[config.mk]
export PLATFORM = sky130hd
export DESIGN_NAME = rob_finish_arbiter
export DESIGN_NICKNAME = d
export VERILOG_FILES = /design/src/rtl/rob_finish_arbiter_pkg.sv /design/src/rtl/rob_finish_arbiter_rr_pick.sv /design/src/rtl/rob_finish_arbiter.sv
export SDC_FILE = /design/constraint.sdc
export NUM_CORES = 1
export LEC_CHECK = 0
export ABC_AREA = 1
export CORE_MARGIN = 10
export CORE_UTILIZATION = 40
export DETAILED_ROUTE_END_ITERATION = 7
export HOLD_SLACK_MARGIN = 0.06
export MAX_ROUTING_LAYER = met4
export PLACE_DENSITY = 0.75
export SLEW_MARGIN = 10
export SYNTH_ARGS = -nofsm -noshare
export SYNTH_HDL_FRONTEND = slang
export SYNTH_HIERARCHICAL = 1
export SYNTH_SLANG_ARGS = --single-unit
[constraint.sdc]
create_clock -name clk -period 4.2 [get_ports clk]
set_clock_uncertainty 0.15 [all_clocks]
set_input_delay 1.26 -clock clk [delete_from_list [all_inputs] [get_ports clk]]
set_output_delay 1.26 -clock clk [all_outputs]
set_load 0.01 [all_outputs]
[src/rtl/rob_finish_arbiter_pkg.sv]
// Shared constants for the ROB finish-port arbiter: tag width, requester count
// and the fixed execution-unit requester indices.
package rob_finish_arbiter_pkg;

    localparam int unsigned RRF_SEL = 6;
    localparam int unsigned NREQ    = 4;

    localparam int unsigned ALU1 = 0;
    localparam int unsigned ALU2 = 1;
    localparam int unsigned MUL  = 2;
    localparam int unsigned LDST = 3;

    localparam int unsigned CNT_W = 16;

endpackage

[src/rtl/rob_finish_arbiter_rr_pick.sv]
// Round-robin picker: first set bit of req scanning upward from start, wrapping
// modulo NREQ. Returns a one-hot grant, its index and a found flag.
module rob_finish_arbiter_rr_pick #(
    parameter int unsigned NREQ  = rob_finish_arbiter_pkg::NREQ,
    parameter int unsigned PTR_W = (NREQ > 1) ? $clog2(NREQ) : 1
) (
    input  logic [NREQ-1:0]  req,
    input  logic [PTR_W-1:0] start,
    output logic [NREQ-1:0]  gnt,
    output logic [PTR_W-1:0] idx,
    output logic             vld
);

    always_comb begin
        int unsigned pos;
        gnt = '0;
        idx = '0;
        vld = 1'b0;
        pos = 0;
        for (int unsigned i = 0; i < NREQ; i++) begin
            pos = (32'(start) + i) % NREQ;
            if (!vld && req[PTR_W'(pos)]) begin
                vld              = 1'b1;
                idx              = PTR_W'(pos);
                gnt[PTR_W'(pos)] = 1'b1;
            end
        end
    end

endmodule

[src/rtl/rob_finish_arbiter.sv]
// Shares the two ROB finish ports among the execution units with a round-robin
// pointer; grants are combinational, finish strobes and tags are registered.
module rob_finish_arbiter #(
    parameter int unsigned RRF_SEL = rob_finish_arbiter_pkg::RRF_SEL,
    parameter int unsigned NREQ    = rob_finish_arbiter_pkg::NREQ
) (
    input  logic                    clk,
    input  logic                    reset,
    input  logic [NREQ-1:0]         req_valid_i,
    input  logic [NREQ*RRF_SEL-1:0] req_addr_i,
    output logic [NREQ-1:0]         req_ready_o,
    input  logic                    flush_i,
    output logic                    finish_0_o,
    output logic                    finish_1_o,
    output logic [RRF_SEL-1:0]      finish_0_addr_o,
    output logic [RRF_SEL-1:0]      finish_1_addr_o,
    output logic [15:0]             conflict_cnt_o
);

    localparam int unsigned PTR_W = (NREQ > 1) ? $clog2(NREQ) : 1;
    localparam int unsigned POP_W = $clog2(NREQ + 1);
    localparam int unsigned CNT_W = rob_finish_arbiter_pkg::CNT_W;

    logic [PTR_W-1:0]   rr_ptr_q;
    logic [PTR_W-1:0]   rr_ptr_d;
    logic [PTR_W-1:0]   last_idx;
    logic [NREQ-1:0]    gnt0_oh;
    logic [NREQ-1:0]    gnt1_oh;
    logic [NREQ-1:0]    req1_mask;
    logic [PTR_W-1:0]   gnt0_idx;
    logic [PTR_W-1:0]   gnt1_idx;
    logic               gnt0_vld;
    logic               gnt1_vld;
    logic               arb_en;
    logic               fire0;
    logic               fire1;
    logic               conflict;
    logic [POP_W-1:0]   n_valid;
    logic [RRF_SEL-1:0] tag [NREQ];

    for (genvar k = 0; k < NREQ; k++) begin : g_tag
        assign tag[k] = req_addr_i[k*RRF_SEL +: RRF_SEL];
    end

    rob_finish_arbiter_rr_pick #(
        .NREQ  (NREQ),
        .PTR_W (PTR_W)
    ) u_pick0 (
        .req   (req_valid_i),
        .start (rr_ptr_q),
        .gnt   (gnt0_oh),
        .idx   (gnt0_idx),
        .vld   (gnt0_vld)
    );

    // Masking grant 0 and rescanning from the same pointer yields the next
    // valid requester after grant 0 in scan order.
    assign req1_mask = req_valid_i & ~gnt0_oh;

    rob_finish_arbiter_rr_pick #(
        .NREQ  (NREQ),
        .PTR_W (PTR_W)
    ) u_pick1 (
        .req   (req1_mask),
        .start (rr_ptr_q),
        .gnt   (gnt1_oh),
        .idx   (gnt1_idx),
        .vld   (gnt1_vld)
    );

    assign arb_en      = reset & ~flush_i;
    assign fire0       = arb_en & gnt0_vld;
    assign fire1       = arb_en & gnt1_vld;
    assign req_ready_o = arb_en ? (gnt0_oh | gnt1_oh) : '0;

    // Pointer moves just past the last requester served this cycle.
    always_comb begin
        last_idx = gnt1_vld ? gnt1_idx : gnt0_idx;
        rr_ptr_d = (32'(last_idx) == NREQ - 1) ? '0 : last_idx + PTR_W'(1);
        n_valid  = POP_W'($countones(req_valid_i));
        conflict = arb_en && (n_valid > POP_W'(2));
    end

    always_ff @(posedge clk or negedge reset) begin
        if (!reset) begin
            finish_0_o      <= 1'b0;
            finish_1_o      <= 1'b0;
            finish_0_addr_o <= '0;
            finish_1_addr_o <= '0;
            rr_ptr_q        <= '0;
            conflict_cnt_o  <= '0;
        end else begin
            finish_0_o <= fire0;
            finish_1_o <= fire1;
            if (fire0) begin
                finish_0_addr_o <= tag[gnt0_idx];
                rr_ptr_q        <= rr_ptr_d;
            end
            if (fire1) begin
                finish_1_addr_o <= tag[gnt1_idx];
            end
            if (conflict && (conflict_cnt_o != '1)) begin
                conflict_cnt_o <= conflict_cnt_o + CNT_W'(1);
            end
        end
    end

endmodule

Word level (Yosys, flattened, before mapping)
Index checks and enable logic that the tools add are counted.
- logic and storage cells: 117
- output and inout port bits: 34
- register bits after elaboration: 32
- input port bits: 31
- equal/unequal tests: 2
- bitwise logic cells: 15
- magnitude comparators: 11
- add/sub/neg operators: 8
- reductions and logical operators: 18
- muxes and demuxes: 57
- operators with widths (cell ; number):
    $mux W4 ; 9
    $or A4 B4 Y4 ; 7
    $bmux W6 S2 ; 2
    $mux W6 ; 4
    $mux W1 ; 20
    $mux W2 ; 10
    $add A16 B1 Y16 const B ; 1
    $bmux W1 S2 ; 8
    $ne A16 B16 Y1 const B ; 1
    $logic_and A1 B1 Y1 ; 12
    $lt A2 B3 Y1 const B ; 4
    $demux W1 S2 ; 4
    $ge A2 B1 Y1 const B ; 4
    $ge A3 B3 Y1 const B ; 2
    $logic_not A1 Y1 ; 6
    $not A2 Y3 ; 2
    $add A1 B1 Y2 ; 2
    $add A2 B1 Y2 const B ; 2
    $add A2 B2 Y2 const B ; 2
    $and A4 B4 Y4 ; 1
    $not A4 Y4 ; 1
    $add A2 B2 Y3 ; 1
    $and A1 B1 Y1 ; 3
    $gt A3 B2 Y1 const B ; 1
    2 further kinds ; 2

Logic depth before layout (Yosys ltp)
- depth in word-level cells: 30
- mapped depth: 25
- gate-level depth less buffers: 23

By module
The synthesis kept the hierarchy.
- by module, submodules not included (module ; instances ; area an instance (µm²) ; sequential area each (µm²) ; cells an instance):
    rob_finish_arbiter ; 1 ; 2179.6 ; 800.8 ; 298
    rob_finish_arbiter_rr_pick ; 2 ; 440.4 ; 0.0 ; 74

Worst setup path before layout
No wires, ideal clock.
- path type: input -> output
- start point: input req_valid_i[3]
- end point: output req_ready_o[0]
- setup slack: -0.250 ns
- cell stages on the path: 17
- required time: 2.790 ns
- path buffers: 0
- arrival time: 3.040 ns
- cell sequence: inv_1 nand2_1 nand3_4 nand2_4 nor2_1 a21oi_1 nand3_1 nor2_1 inv_1 nand2_1 nand3_4 nand2_4 nor2_1 a21oi_1 nand3_1 nor2_1 nor2_1
- cells in the longest elaborated chain, start to end: 28
- elaborated cells on any way between the ends: 52
- classes of those cells: mux: 31; bitwise: 9; reduce/logical: 12
- RTL lines (item ; line ; RTL):
    from (decl) ; rob_finish_arbiter.sv:9 ; input logic [NREQ-1:0] req_valid_i,
    $bmux W1 S2 ; rob_finish_arbiter_rr_pick.sv:22 ; if (!vld && req[PTR_W'(pos)]) begin
    $mux W1 (implied by the code) ; rob_finish_arbiter_rr_pick.sv:22 ;
    $mux W1 ; rob_finish_arbiter_rr_pick.sv:22 ;
    $logic_not A1 Y1 ; rob_finish_arbiter_rr_pick.sv:22 ;
    $logic_and A1 B1 Y1 ; rob_finish_arbiter_rr_pick.sv:22 ;
    $mux W1 ; rob_finish_arbiter_rr_pick.sv:22 ;
    $logic_not A1 Y1 ; rob_finish_arbiter_rr_pick.sv:22 ;
    $logic_and A1 B1 Y1 ; rob_finish_arbiter_rr_pick.sv:22 ;
    [4 not listed] ; -- ;
    named net gnt0_oh[3] ; rob_finish_arbiter.sv:27 ; logic [NREQ-1:0] gnt0_oh;
    [2 not listed] ; -- ;
    named net req1_mask[3] ; rob_finish_arbiter.sv:29 ; logic [NREQ-1:0] req1_mask;
    [7 not listed] ; -- ;
    $logic_and A1 B1 Y1 ; rob_finish_arbiter_rr_pick.sv:22 ;
    $mux W1 ; rob_finish_arbiter_rr_pick.sv:22 ;
    $logic_not A1 Y1 ; rob_finish_arbiter_rr_pick.sv:22 ;
    $logic_and A1 B1 Y1 ; rob_finish_arbiter_rr_pick.sv:22 ;
    $mux W4 * ; rob_finish_arbiter_rr_pick.sv:22 ;
    named net gnt1_oh[0] ; rob_finish_arbiter.sv:28 ; logic [NREQ-1:0] gnt1_oh;
    $or A4 B4 Y4 * ; rob_finish_arbiter.sv:74 ; assign req_ready_o = arb_en ? (gnt0_oh | gnt1_oh) : '0;
    $mux W4 * ; rob_finish_arbiter.sv:74 ;
    to (decl) ; rob_finish_arbiter.sv:11 ; output logic [NREQ-1:0] req_ready_o,
Mark *: on every way through the listed nets, which the timed path passes. The rest lies on a longest branch. The select of a mux whose other input is x is not followed.

Worst setup path after layout
- start point: input req_valid_i[0]
- end point: output req_ready_o[3]
- cells in the longest elaborated chain, start to end: 28
- elaborated cells on any way between the ends: 52
- classes of those cells: mux: 31; bitwise: 9; reduce/logical: 12
- RTL lines (item ; line):
    $bmux W1 S2 ; rob_finish_arbiter_rr_pick.sv:22
    $mux W1 (implied by the code) ; rob_finish_arbiter_rr_pick.sv:22
    $mux W1 ; rob_finish_arbiter_rr_pick.sv:22
    $logic_not A1 Y1 ; rob_finish_arbiter_rr_pick.sv:22
    $logic_and A1 B1 Y1 ; rob_finish_arbiter_rr_pick.sv:22
    $mux W1 ; rob_finish_arbiter_rr_pick.sv:22
    $logic_not A1 Y1 ; rob_finish_arbiter_rr_pick.sv:22
    $logic_and A1 B1 Y1 ; rob_finish_arbiter_rr_pick.sv:22
    [4 not listed] ; --
    named net gnt0_oh[3] ; rob_finish_arbiter.sv:27
    [8 not listed] ; --
    $logic_not A1 Y1 ; rob_finish_arbiter_rr_pick.sv:22
    $logic_and A1 B1 Y1 ; rob_finish_arbiter_rr_pick.sv:22
    $mux W1 ; rob_finish_arbiter_rr_pick.sv:22
    $logic_not A1 Y1 ; rob_finish_arbiter_rr_pick.sv:22
    $logic_and A1 B1 Y1 ; rob_finish_arbiter_rr_pick.sv:22
    $mux W4 ; rob_finish_arbiter_rr_pick.sv:22
    $or A4 B4 Y4 * ; rob_finish_arbiter.sv:74
    $mux W4 * ; rob_finish_arbiter.sv:74
Marked as above.

==> reports/metrics.cfg <==
[run_status]
outcome=complete, but fails checks
violations=negative setup slack

[critical_path]
rrSetupSlack_ns=0.73
critical_path_class=input pin to output pin
crit_top_cell=buf_4
cpMaxStageDelayCell=a21oi_2
cp.arrival_ns=3.26
cp-endpoint=req_ready_o[3]
crit-reg2reg-launch=rr_ptr_q[0]
rr_endpoint=finish_1_addr_o[1]
cp_data_required_time_ns=2.79
crit_fanout=5
cp_cell_sequence=buf_6 > buf_6 > inv_8 > nand2_4 > nand3_4 > nand2_4 > nor2_4 > a21oi_2 > nand3_2 > buf_4 > buf_4 > buf_4 > buf_4 > buf_4 > buf_4 > buf_4 > nor2_4 > nor2_2 > buf_2
startpoint_type=input pin
max_stage_delay_ns=0.15
startpoint=req_valid_i[0]
cp-end-kind=output pin
reg2regPathDepth=21

[clock_tree]
ctsRootBufferMaster=clkbuf_8
cts_buffers=5
cts.sinks=32
cts_max_path_buffers=2
cts_tree=done
insertion_delay_ns=0.29
clkTransAtPathRegs_ns=0.06
cts_max_level=2

[routing]
drc=0
final_antenna_net_count=0
first_pass_iters=4
avgRoutedWirePerCell_microns=14.80
dr_total_vias=3432
vias_per_cell=5.122
wl_microns=9917
first_iter_violations=119

[floorplanning]
die_x_microns=107.5
row_count=31
die_area_sq_um=11550
start_util_pct=41.75
die_h_microns=107.5
ios=65
core_region_area_sq_um=7331

[placed_design]
dp_hpwl_microns=7385
routabilityCongestion=0.9259
portBuffers=64
pre_cts_ws_ns=-1.433

[finish]
diodes=0
layout_commonest_cell=nand2_1
fin_nets=616
layout_common_cells=91 x nand2_1, 61 x buf_4, 56 x clkdlybuf4s50_1, 43 x inv_1, 36 x nand3_1
fill_cells=657
area_growth_pct=48.41
multi_input_area_sq_um=2193
drive_above_1_share_pct=28.90
seq_area_sq_um=802.0

[global_routing]
grt_pass1_vias=3613
grt_overflow=0
grt_max_degree=33
grtUsageTotal_pct=17.71
grt_antenna_before_repair=0
grt_first_pass_wirelength_microns=16590

[logic_synthesis]
synth.area.top_cells=dfrtp_1 26%, nand2_1 12%, nand3_1 6.9%, inv_1 6.1%, ha_1 5.7%
ys_seq_area_share_pct=26.17
synth_top_area_share_pct=26.17
syn_area_per_cell_sq_um=6.862
synth_cell_types=28
synth_area_leader_cell=dfrtp_1
ys_warn_count=6
ys_seq_elements=32
synth.net_count=492
syn-instance-count=446
syn-cell-area_sq_um=3060

[timing]
finalSetupViolCount=4
post-route-period-util_pct=111.3
fin_tns_setup_ns=-1.813
fin_crit_ns=4.675
clock.fmax_ghz=0.2139
hold_viol_final=0
fin_ws_ns=-0.4748
rsz0062_at_grt=true
tightestPinTransition_ns=0.5509
drv_slew=0
slew-limit-headroom_pct=63.24

[job]
cap_viol_max_count=0

[pwr]
leakage_nw=2.158
p_total_w=0.003916
p_per_area_nw_per_um2=862.2
ir_worst_vdd_mv=0.3415

[min_path]
hp-class=flop to flop

metrics by stage:
step | utilization (%) | hold WS, ns | cell area [sq um] | cells
3_5_place_dp | 56.89 | 0.3851 | 4170 | 639
6_report | 61.96 | 0.4010 | 4542 | 670
5_1_grt | 61.96 | 0.4151 | 4542 | 670
2_1_floorplan | - | 0.3887 | 3157 | 446
3_3_place_gp | 56.89 | 0.3738 | 4170 | 639
4_1_cts | 61.27 | 0.4025 | 4492 | 668
sequential cells by signal, summed over array words and instances, names as in the netlist:
signal and count:
finish_1_addr_o 6, finish_0_addr_o 6, conflict_cnt_o 16, rr_ptr_q 2
finish_0_o 1, finish_1_o 1
how the worst min path moves through the flow:
stage                       startpoint                 end  slack [ns]  cells past startpoint
finish              finish_0_addr_o[3]  finish_0_addr_o[3]        0.40                      1
CTS                 finish_0_addr_o[0]  finish_0_addr_o[0]        0.40                      1
detailed placement  finish_0_addr_o[0]  finish_0_addr_o[0]        0.39                      1
global route        finish_0_addr_o[0]  finish_0_addr_o[0]        0.42                      1
global placement    finish_0_addr_o[0]  finish_0_addr_o[0]        0.37                      1
floorplan           conflict_cnt_o[15]  conflict_cnt_o[15]        0.39                      2
logic make-up after synthesis:
| logic type | count (synthesis) | synth area share (%) |
|---|---|---|
| adder cells (fa/ha/maj) | 15 | 6.378 |
| flip-flops | 32 | 26.17 |
| multiplexers | 1 | 0.3679 |
| XOR/XNOR | 6 | 1.717 |
| buffers and inverters | 65 | 8.953 |
| AO/OA/AOI/OAI | 89 | 17.66 |
| AND/OR/NAND/NOR | 238 | 38.76 |
Yosys cell counts (all sizes together):
| master | instances |
|---|---|
| clkbuf | 4 |
| a21oi | 27 |
| o21a | 12 |
| nand3 | 47 |
| nand3b | 3 |
| nand2 | 120 |
| buf | 7 |
| dfrtp | 32 |
| xnor2 | 6 |
| nor2 | 48 |
| nand4 | 20 |
| a21boi | 8 |
| inv | 54 |
| o21ai | 30 |
| fa | 1 |
| ha | 14 |
| mux2 | 1 |
| a2bb2oi | 12 |
worst max-delay path: cells and delay by family:
family	cells	cell delay, ns
simple gates	7	0.61
buf+inv	11	1.24
compound gates	1	0.15
routing by layer:
layer	GRT usage, %	part of all wire, %	vias up
met4	4.485	1.7	0
met2	29.93	51	84
li1	-	-	1741
met5	-	0	-
met1	21.37	44	1591
met3	2.994	3.2	16
area by class of cell:
type	count	share of cell area [%]
Clock buffer	5	1.515
Sequential cell	32	17.66
Clock inverter	3	0.4132
Timing Repair Buffer	126	24.49
Tap cell	99	2.727
Multi-Input combinational cell	351	48.29
Inverter	54	4.904
report_power, final:
group / internal (W) / switching (W)
registers: 0.000399 / 0.0000655
clock network: 0.000115 / 0.000122
logic: 0.00144 / 0.00177
total: 0.00195 / 0.00196
what timing repair did:
action	in CTS	in global routing
endpoints found under the hold margin	0	0
gates cloned	2	0
setup buffers	19	2
hold buffers	0	0
resized for setup	65	10
setup endpoints to repair	11	10
pin swaps	22	13
Note: power is estimated with default switching activity, not from simulation.
